<file path="config.mk">
export PLATFORM = sky130hd
export DESIGN_NAME = cu_fsm_flat
export DESIGN_NICKNAME = d
export VERILOG_FILES = /design/src/rtl/cu_pkg.sv /design/src/rtl/cu_fsm_if.sv /design/src/rtl/enter_edge.sv /design/src/rtl/cu_fsm.sv /design/src/flat_wrapper.sv
export SDC_FILE = /design/constraint.sdc
export NUM_CORES = 1
export LEC_CHECK = 0
export ABC_AREA = 1
export CAP_MARGIN = 0
export CORE_AREA = 2 2 39 41
export DETAILED_ROUTE_END_ITERATION = 8
export DIE_AREA = 0 0 41 43
export PLACE_DENSITY = 0.58
export SKIP_CTS_REPAIR_TIMING = 1
export SLEW_MARGIN = 10
export SYNTH_ARGS = -nofsm -noshare
export SYNTH_HDL_FRONTEND = slang
export SYNTH_SLANG_ARGS = --single-unit
</file>
<file path="constraint.sdc">
create_clock -name Clock -period 1.55 [get_ports Clock]
set_input_delay 0.465 -clock Clock [delete_from_list [all_inputs] [get_ports Clock]]
set_output_delay 0.465 -clock Clock [all_outputs]
set_load 0.1 [all_outputs]
</file>
<file path="src/rtl/cu_pkg.sv">
// Shared encodings for the accumulator-processor control unit: opcodes, states, Asel codes.
// Pure definitions; no logic, latency or flow control.
package cu_pkg;

    localparam int CU_STATE_W = 4;

    localparam logic [2:0] OP_LOAD  = 3'b000;
    localparam logic [2:0] OP_STORE = 3'b001;
    localparam logic [2:0] OP_ADD   = 3'b010;
    localparam logic [2:0] OP_SUB   = 3'b011;
    localparam logic [2:0] OP_INPUT = 3'b100;
    localparam logic [2:0] OP_JZ    = 3'b101;
    localparam logic [2:0] OP_JPOS  = 3'b110;
    localparam logic [2:0] OP_HALT  = 3'b111;

    // Execute states are {1'b1, opcode} so DECODE is a straight concatenation.
    localparam logic [CU_STATE_W-1:0] S_START  = 4'h0;
    localparam logic [CU_STATE_W-1:0] S_FETCH  = 4'h1;
    localparam logic [CU_STATE_W-1:0] S_DECODE = 4'h2;
    localparam logic [CU_STATE_W-1:0] S_LOAD   = 4'h8;
    localparam logic [CU_STATE_W-1:0] S_STORE  = 4'h9;
    localparam logic [CU_STATE_W-1:0] S_ADD    = 4'hA;
    localparam logic [CU_STATE_W-1:0] S_SUB    = 4'hB;
    localparam logic [CU_STATE_W-1:0] S_INPUT  = 4'hC;
    localparam logic [CU_STATE_W-1:0] S_JZ     = 4'hD;
    localparam logic [CU_STATE_W-1:0] S_JPOS   = 4'hE;
    localparam logic [CU_STATE_W-1:0] S_HALT   = 4'hF;

    localparam logic [1:0] ASEL_ALU = 2'b00;
    localparam logic [1:0] ASEL_IN  = 2'b01;
    localparam logic [1:0] ASEL_RAM = 2'b10;

    function automatic logic [CU_STATE_W-1:0] exec_state(input logic [2:0] op);
        return {1'b1, op};
    endfunction

endpackage

</file>
<file path="src/rtl/cu_fsm_if.sv">
// Control/status bundle between the control unit (master) and the DP datapath (slave).
// Wires only; no latency or flow control.
interface cu_fsm_if;
    logic [2:0] IR;
    logic       Aeq0;
    logic       Apos;
    logic       IRload;
    logic       JMPmux;
    logic       PCload;
    logic       Meminst;
    logic       MemWr;
    logic [1:0] Asel;
    logic       Aload;
    logic       Sub;

    modport master (
        input  IR, Aeq0, Apos,
        output IRload, JMPmux, PCload, Meminst, MemWr, Asel, Aload, Sub
    );

    modport slave (
        output IR, Aeq0, Apos,
        input  IRload, JMPmux, PCload, Meminst, MemWr, Asel, Aload, Sub
    );
endinterface

</file>
<file path="src/rtl/enter_edge.sv">
// Synchronizes the asynchronous Enter button and emits a one-cycle pulse per 0->1 transition.
// Latency SYNC_STAGES cycles from the input rise; no backpressure, pulses are never held.
module enter_edge #(
    parameter int SYNC_STAGES = 2
) (
    input  logic Clock,
    input  logic Reset,
    input  logic Enter,
    output logic pulse
);
    logic [SYNC_STAGES-1:0] sync;
    logic                   sync_d;

    always_ff @(posedge Clock or negedge Reset) begin
        if (!Reset) begin
            sync   <= '0;
            sync_d <= 1'b0;
        end else begin
            sync   <= {sync[SYNC_STAGES-2:0], Enter};
            sync_d <= sync[SYNC_STAGES-1];
        end
    end

    assign pulse = sync[SYNC_STAGES-1] & ~sync_d;
endmodule

</file>
<file path="src/rtl/cu_fsm.sv">
// Control unit: START/FETCH/DECODE/execute sequencer driving the DP datapath controls.
// 4 cycles per instruction, INPUT waits for an Enter edge, HALT parks until reset.
module cu_fsm
    import cu_pkg::*;
#(
    parameter int STATE_W     = CU_STATE_W,
    parameter int SYNC_STAGES = 2
) (
    input  logic               Clock,
    input  logic               Reset,
    input  logic               Enter,
    cu_fsm_if.master           dp,
    output logic               Halt,
    output logic [STATE_W-1:0] State
);
    logic [STATE_W-1:0] state;
    logic [STATE_W-1:0] state_nxt;
    logic               enter_evt;

    enter_edge #(.SYNC_STAGES(SYNC_STAGES)) u_enter_edge (
        .Clock (Clock),
        .Reset (Reset),
        .Enter (Enter),
        .pulse (enter_evt)
    );

    always_ff @(posedge Clock or negedge Reset) begin
        if (!Reset) state <= S_START;
        else        state <= state_nxt;
    end

    // Single-cycle execute states and unused encodings all fall back to START.
    always_comb begin
        state_nxt = S_START;
        case (state)
            S_START:  state_nxt = S_FETCH;
            S_FETCH:  state_nxt = S_DECODE;
            S_DECODE: state_nxt = exec_state(dp.IR);
            S_INPUT:  state_nxt = enter_evt ? S_START : S_INPUT;
            S_HALT:   state_nxt = S_HALT;
            default:  state_nxt = S_START;
        endcase
    end

    always_comb begin
        dp.IRload  = 1'b0;
        dp.JMPmux  = 1'b0;
        dp.PCload  = 1'b0;
        dp.Meminst = 1'b0;
        dp.MemWr   = 1'b0;
        dp.Asel    = ASEL_ALU;
        dp.Aload   = 1'b0;
        dp.Sub     = 1'b0;
        Halt       = 1'b0;
        case (state)
            S_FETCH: begin
                dp.IRload = 1'b1;
                dp.PCload = 1'b1;
            end
            S_DECODE: dp.Meminst = 1'b1;
            S_LOAD: begin
                dp.Aload = 1'b1;
                dp.Asel  = ASEL_RAM;
            end
            S_STORE: begin
                dp.Meminst = 1'b1;
                dp.MemWr   = 1'b1;
            end
            S_ADD: dp.Aload = 1'b1;
            S_SUB: begin
                dp.Aload = 1'b1;
                dp.Sub   = 1'b1;
            end
            S_INPUT: begin
                dp.Asel  = ASEL_IN;
                dp.Aload = enter_evt;
            end
            S_JZ: begin
                dp.JMPmux = 1'b1;
                dp.PCload = dp.Aeq0;
            end
            S_JPOS: begin
                dp.JMPmux = 1'b1;
                dp.PCload = dp.Apos;
            end
            S_HALT: Halt = 1'b1;
            default: ;
        endcase
    end

    assign State = state;
endmodule

</file>
<file path="src/flat_wrapper.sv">
// flat-port wrapper written by rule: the top's interface ports become plain ports
module cu_fsm_flat import cu_pkg::*;
#(
    parameter int STATE_W     = CU_STATE_W,
    parameter int SYNC_STAGES = 2
)
  (Clock, Reset, Enter, Halt, State, dp_IR, dp_Aeq0, dp_Apos, dp_IRload, dp_JMPmux, dp_PCload, dp_Meminst, dp_MemWr, dp_Asel, dp_Aload, dp_Sub);
  cu_fsm_if dp_i ();
  input  logic Clock;
  input  logic Reset;
  input  logic Enter;
  output logic Halt;
  output logic [STATE_W-1:0] State;
  input wire logic [$bits(dp_i.IR)-1:0] dp_IR;
  input wire logic [$bits(dp_i.Aeq0)-1:0] dp_Aeq0;
  input wire logic [$bits(dp_i.Apos)-1:0] dp_Apos;
  output wire logic [$bits(dp_i.IRload)-1:0] dp_IRload;
  output wire logic [$bits(dp_i.JMPmux)-1:0] dp_JMPmux;
  output wire logic [$bits(dp_i.PCload)-1:0] dp_PCload;
  output wire logic [$bits(dp_i.Meminst)-1:0] dp_Meminst;
  output wire logic [$bits(dp_i.MemWr)-1:0] dp_MemWr;
  output wire logic [$bits(dp_i.Asel)-1:0] dp_Asel;
  output wire logic [$bits(dp_i.Aload)-1:0] dp_Aload;
  output wire logic [$bits(dp_i.Sub)-1:0] dp_Sub;
  assign dp_i.IR = dp_IR;
  assign dp_i.Aeq0 = dp_Aeq0;
  assign dp_i.Apos = dp_Apos;
  assign dp_IRload = dp_i.IRload;
  assign dp_JMPmux = dp_i.JMPmux;
  assign dp_PCload = dp_i.PCload;
  assign dp_Meminst = dp_i.Meminst;
  assign dp_MemWr = dp_i.MemWr;
  assign dp_Asel = dp_i.Asel;
  assign dp_Aload = dp_i.Aload;
  assign dp_Sub = dp_i.Sub;
  cu_fsm #(.STATE_W(STATE_W), .SYNC_STAGES(SYNC_STAGES)) u_core (.Clock(Clock), .Reset(Reset), .Enter(Enter), .dp(dp_i), .Halt(Halt), .State(State));
endmodule
</file>
Yosys cells after proc, flatten, opt, wreduce, memory -nomap -nowiden. Index checks and enable logic that the tools add are counted.

Flip-flop bits (word level): 7. Bits of input ports: 8. Word-level logic and storage cells: 30. Output and inout bits: 14.

Eq/ne operators: 10. Muxes and demuxes: 11. Bitwise gates (word level): 2. Reduce and logical (&&, ||, !) cells: 4.

Operators by type and width (count): equality test 4 bit (second input constant) (8); case mux 4 bit (5 select lines) (1); two-way mux 1 bit (6); equality test 4 x 1 -> 1 bit (second input constant) (1); equality test 4 x 2 -> 1 bit (second input constant) (1); zero test 4 bit (1); two-way mux 4 bit (1); case mux 2 bit (2 select lines) (1); OR reduction 2 bit (2); case mux 1 bit (3 select lines) (1); OR reduction 3 bit (1); case mux 1 bit (2 select lines) (1); bitwise AND 1 bit (1); NOT 1 bit (1).

Longest topological paths before layout. Gate-level depths: netlist of run 1.

Depth after elaboration: 4. Mapped depth: 5.

Hierarchy. Synthesis of run 1 repeated with hierarchy kept, for this count alone.

Cells, all modules: 46. Area, all modules: 390.4 um^2.

By module, submodules not included: cu_fsm (instances 1, area an instance 305.3 um^2, cells each 41); enter_edge (instances 1, area an instance 85.1 um^2, cells each 5).

Least setup slack after synthesis of run 1. OpenSTA, ideal clock, no wires.

Kind: reg2out. Start: reg u_core.state[3] (netlist: u_core.State[3]). End: out dp_Asel[1]. Path slack: -2.198 ns. Path buffers: 0. Arrival time: 3.283 ns. Cell stages (with the launch flop): 5. Required time: 1.085 ns. Path through: dfrtp_1 > inv_1 > nor2_1 > inv_1 > nor3_1.

Longest elaborated chain between the ends: 2. Elaborated cells between the ends (all ways): 3. Classes of those cells: eq/ne (2); mux (1).

RTL lines: start, declared (line cu_fsm.sv:16) `logic [STATE_W-1:0] state;`; start signal, assigned (line cu_fsm.sv:29) `else state <= state_nxt;`; equality test 4 bit (line cu_fsm.sv:55) `case (state)`; case mux 2 bit (2 select lines) * (line cu_fsm.sv:55); end, declared (line flat_wrapper.sv:22) `output wire logic [$bits(dp_i.Asel)-1:0] dp_Asel;`.

Every way passes the cells marked *; elsewhere a longest branch is shown, timed or not.

Final worst setup path of run 1.
Start: reg u_core.state[0] (netlist: u_core.State[0]). End: out dp_JMPmux.

Longest elaborated chain between the ends: 3. Elaborated cells between the ends (all ways): 4. Classes of those cells: eq/ne (2); mux (1); reduce/logical (1).

RTL lines: equality test 4 bit (line cu_fsm.sv:55); OR reduction 2 bit (no source line) *; two-way mux 1 bit * (line cu_fsm.sv:55); end, declared (line flat_wrapper.sv:18) `output wire logic [$bits(dp_i.JMPmux)-1:0] dp_JMPmux;`.

Marked as above.

==> results.json, run 1 <==
{
  "synth_fp_nets": 55,
  "yosys.area_share.simple_pct": 37.2,
  "critical-path-top-delay-family": "flip-flops",
  "grt_first_pass_wirelength_um": 1930,
  "ff_latch_area_um2": 190,
  "crit_fanout": 5,
  "ctsHtreeMaxLevel": 1,
  "dr_total_vias": 474,
  "place_ws_ns": -0.235,
  "gp_congestion": 0.690,
  "area_growth_syn_to_layout_pct": 180,
  "synth_top_family_by_area": "simple AND/OR/NAND/NOR gates",
  "synth_compound_area_share_pct": 4.78,
  "post-dp-hpwl_um": 921,
  "layout.cells.most_common_list": "buf_4, buf_12, nand3_1",
  "crit_type": "flop to primary output",
  "yosysSeqAreaShare_pct": 47.8,
  "grt_pass1_vias": 479,
  "cpPeakStageDelay_ns": 0.53,
  "synth_seq_cells": 7,
  "die_x_um": 41,
  "path_buf_inv": 3,
  "slew_headroom_pct": 80.4,
  "first_pass_iters": 4,
  "slowest_stage": "dfrtp_4",
  "yosys.area.top_type": "dfrtp_1",
  "grt_usage_pct": 16.2,
  "dp.cells": 99,
  "antenna_found_initial": 0,
  "yosysUniqueCellTypes": 11,
  "synth.avg_cell_area_um2": 7.80,
  "fin_crit_ns": 1.86,
  "drc": 0,
  "synth_adder_area_share_pct": 0,
  "drv_slew": 0,
  "min-delay-path-class": "flop to flop",
  "clkLatencyLatePin_ns": 0.25,
  "antenna_cells": 0,
  "dpl_cell_area_um2": 971,
  "grt_max_degree": 8,
  "worstSetupStartpointType": "flop",
  "clockRootBuffer": "clkbuf_4",
  "rows": 14,
  "setup_violations": 12,
  "multi_input_area_um2": 249,
  "rsz0062_at_grt": "yes",
  "antenna_left": 0,
  "fin_tns_setup_ns": -2.90,
  "arrival_ns": 1.39,
  "crit_chain": "inv_4 > nor2_4 > buf_4 > o21a_4 > buf_12",
  "finalHoldViolCount": 0,
  "initial_core_util_pct": 26.5,
  "syn_area_um2": 367,
  "violations": "setup timing",
  "worst_slack_ns": -0.307,
  "design_area_um2": 1030,
  "required_ns": 1.08,
  "clkSlewWorstSetupHoldPaths_ns": 0.05,
  "netlist_top_cells_area": "dfrtp_1, nand3_1, inv_1",
  "overflow": 0,
  "cp-end-kind": "primary output",
  "final.fill_count": 98,
  "worst_slew_pin_slew_ns": 0.293,
  "die_h_um": 43,
  "fin_cells": 105,
  "core_um2": 1380,
  "synth_xor_area_share_pct": 0,
  "muxShareOfSynthArea_pct": 0,
  "max-cap-violations": 0,
  "fin_worst_skew_ns": 0.00138,
  "cts_tree": "built",
  "wl_per_cell_um": 10.8,
  "drt-initial-drc-count": 4,
  "routed_via_density": 4.51,
  "die_area_um2": 1760,
  "finalCritPeriodShare_pct": 120,
  "cts_buffer_depth": 2,
  "fin_nets": 98,
  "numPortBuffers": 21,
  "yosysTopAreaCellShare_pct": 47.8,
  "numCtsBuffers": 3,
  "fmaxAchievable_mhz": 538,
  "clock-sinks": 7,
  "ys_warn_count": 0,
  "synth_cells": 47,
  "drive_above_1_share_pct": 68.5,
  "wirelength_um": 1140,
  "layout_commonest_cell": "buf_4",
  "status": "finished, violations left",
  "ioPinCount": 22
}
synthesized netlist by cell type:
cell / number
dfrtp_1: 7
nand2_2: 1
nand2_1: 6
inv_2: 3
inv_1: 7
nor3_1: 2
nand3_1: 12
nor2_4: 2
nor2_1: 4
o21a_1: 1
o21ai_1: 2
sequential cells by signal (all words and copies together) (netlist names):
register	flops
u_core.u_enter_edge.sync	2
u_core.State	4
u_core.u_enter_edge.sync_d	1
path summary, 6_finish.rpt:
check,end,slack (ns),depth (start not counted),from
max in group asynchronous,u_core.State[1],0.83,1,Reset
worst max register to register,u_core.State[3],0.43,4,u_core.State[0]
worst min register to register,u_core.u_enter_edge.sync[1],0.34,0,u_core.u_enter_edge.sync[0]
worst min-delay path,u_core.u_enter_edge.sync[1],0.34,0,u_core.u_enter_edge.sync[0]
min in group asynchronous,u_core.u_enter_edge.sync_d,0.47,1,Reset
worst max-delay path,dp_JMPmux,-0.31,5,u_core.State[0]
layer usage:
| metal | wire length, µm | global-route usage, % | part of all wire, % |
|---|---|---|---|
| met3 | 83 | 7.85 | 7.3 |
| met4 | 0 | 4.00 | 0 |
| met2 | 620 | 25.6 | 55 |
| met5 | 0 | 0 | 0 |
| met1 | 431 | 18.9 | 38 |
area by class of cell:
cell class                      count  area share [%]
Clock buffer                        4            2.56
Multi-Input combinational cell     30            24.2
Tap cell                           16            1.95
Inverter                           10            5.48
Sequential cell                     7            18.5
Timing Repair Buffer               38            47.3
kinds of logic (layout without fill, tap and decap cells):
logic type | after synthesis | in the layout
buf+inv | 10 | 52
compound gates | 3 | 3
simple gates | 27 | 27
flops | 7 | 7
metrics by stage:
| step | utilization [%] | hold slack (ns) |
|---|---|---|
| floorplan | - | 0.169 |
| global placement | 70.2 | 0.332 |
| detailed placement | 70.2 | 0.335 |
| CTS | 72.1 | 0.347 |
| global route | 74.2 | 0.370 |
| finish | 74.2 | 0.343 |
Power of run 1 is left out: the tool's default activity adds up to more than one toggle a clock period on the data nets, which glitch-free logic cannot reach.
==> run 2, diff against run 1 <==
- GPL_TIMING_DRIVEN: not set -> 1
- clock period: 1.55 -> 2.15 ns (I/O delays scaled with it)
==> run 2 against run 1 <==
The run now ends clean. Cell count fell by 14%. Die area did not move. Global-route usage is 2.7 points lower. Sequential share of layout area rose by 2.8 points. Critical path depth decreased by 1. Sequential cell count stayed put. Routed wire length is 16% lower. Non-clock buffer count shrank 15. Clock skew is 0.0028 ns higher. Final area is 13% lower. Register-to-register slack gained 0.61 ns. First-iteration DRC count unchanged.
==> results.json, run 2 (same netlist as run 1, synthesis figures left out) <==
{
  "status": "complete, no violations",
  "clkSlewWorstSetupHoldPaths_ns": 0.05,
  "min_path_cells": 0,
  "dr_total_vias": 412,
  "numCtsBuffers": 3,
  "ctsHtreeMaxLevel": 1,
  "drv_slew": 0,
  "fin_crit_ns": 2.12,
  "routed_via_density": 4.58,
  "arrival_ns": 1.47,
  "min-delay-path-class": "flop to flop",
  "antenna_left": 0,
  "finalCritPeriodShare_pct": 98.4,
  "grt_first_pass_wirelength_um": 1680,
  "rows": 14,
  "slowest_stage": "clkdlybuf4s50_1",
  "r2r_cells": 4,
  "fin_nets": 83,
  "finalHoldViolCount": 0,
  "fin_worst_skew_ns": 0.00414,
  "drive_above_1_share_pct": 64.9,
  "worstSetupStartpointType": "input pin",
  "setup_violations": 0,
  "r2r_setup_slack_ns": 1.04,
  "cp.depth": 4,
  "cpPeakStageDelay_ns": 0.47,
  "fin_cells": 90,
  "area_growth_syn_to_layout_pct": 144,
  "crit_type": "input pin to primary output",
  "drc": 0,
  "cts_tree": "built",
  "die_area_um2": 1760,
  "cp_common_cell": "nand3_2",
  "grt_pass1_vias": 398,
  "post-dp-hpwl_um": 837,
  "layout_commonest_cell": "buf_12",
  "wirelength_um": 952,
  "first_pass_iters": 3,
  "cts_buffer_depth": 2,
  "clkLatencyLatePin_ns": 0.24,
  "required_ns": 1.50,
  "max-cap-violations": 0,
  "clockRootBuffer": "clkbuf_4",
  "numPortBuffers": 21,
  "wl_per_cell_um": 10.6,
  "rsz0062_at_grt": "no",
  "initial_core_util_pct": 26.5,
  "clock-sinks": 7,
  "worst_slew_pin_slew_ns": 0.321,
  "final.fill_count": 114,
  "path_buf_inv": 2,
  "overflow": 0,
  "core_um2": 1380,
  "slew_headroom_pct": 78.5,
  "cp-end-kind": "primary output",
  "antenna_cells": 0,
  "antenna_found_initial": 0,
  "die_x_um": 41,
  "crit_chain": "clkdlybuf4s50_1 > nand3_2 > nand3_2 > buf_12",
  "ioPinCount": 22,
  "layout.cells.most_common_list": "buf_12, nand3_1, inv_2, clkdlybuf4s50_1, nand2_1",
  "critical-path-top-delay-family": "buffers and inverters",
  "grt_usage_pct": 13.5,
  "dp.cells": 85,
  "drt-initial-drc-count": 4,
  "crit_fanout": 1,
  "gp_congestion": 0.740,
  "grt_max_degree": 8,
  "die_h_um": 43,
  "fmaxAchievable_mhz": 473,
  "largest_reg_flops": 4
}
run 2: cell types whose count changed in the layout (fill, tap and decap cells not counted), sizes merged:
cell           delta
buf              -15
clkdlybuf4s50     -1
dlymetal6s2s      +1
run 2: worst reg2reg max path, stage by stage (launching register included):
cell	delay, ns
dfrtp_4	0.50
nor2_1	0.22
buf_4	0.17
nand3_1	0.08
nand3_1	0.08
run 2: worst paths after layout:
kind                                                     to                         from
worst min register to register  u_core.u_enter_edge.sync[1]  u_core.u_enter_edge.sync[0]
worst max register to register              u_core.State[2]              u_core.State[2]
max in group asynchronous                   u_core.State[2]                        Reset
worst min-delay path            u_core.u_enter_edge.sync[1]  u_core.u_enter_edge.sync[0]
worst max-delay path                              dp_PCload                      dp_Aeq0
min in group asynchronous                   u_core.State[3]                        Reset
run 2: through the flow:
stage	hold slack [ns]	TNS [ns]	setup WS (ns)	instance area (µm²)	util (%)
after floorplan	0.331	-0.406	-0.188	462	-
after global placement	0.339	0	0.0456	840	60.7
after detailed placement	0.342	0	0.00292	840	60.7
after CTS	0.353	0	0.00126	866	62.6
after global routing	0.367	0	0.000310	893	64.6
final	0.350	0	0.0337	893	64.6
run 2: cell type report:
class                      instances  area [µm²]  area share, %
inverter                          10        48.8           5.46
tap                               16        20.0           2.24
clock buffer                       4        26.3           2.94
sequential                         7         190           21.3
timing repair buffer              23         368           41.2
multi-input combinational         30         240           26.9
run 2: layer usage:
metal	up-vias	wire [µm]	global-route usage [%]
met5	-	0	0
met4	0	0	6.00
met3	0	30	0
met2	10	536	21.6
met1	193	384	18.5
li1	209	-	-
Power of run 2 is left out for the same reason.
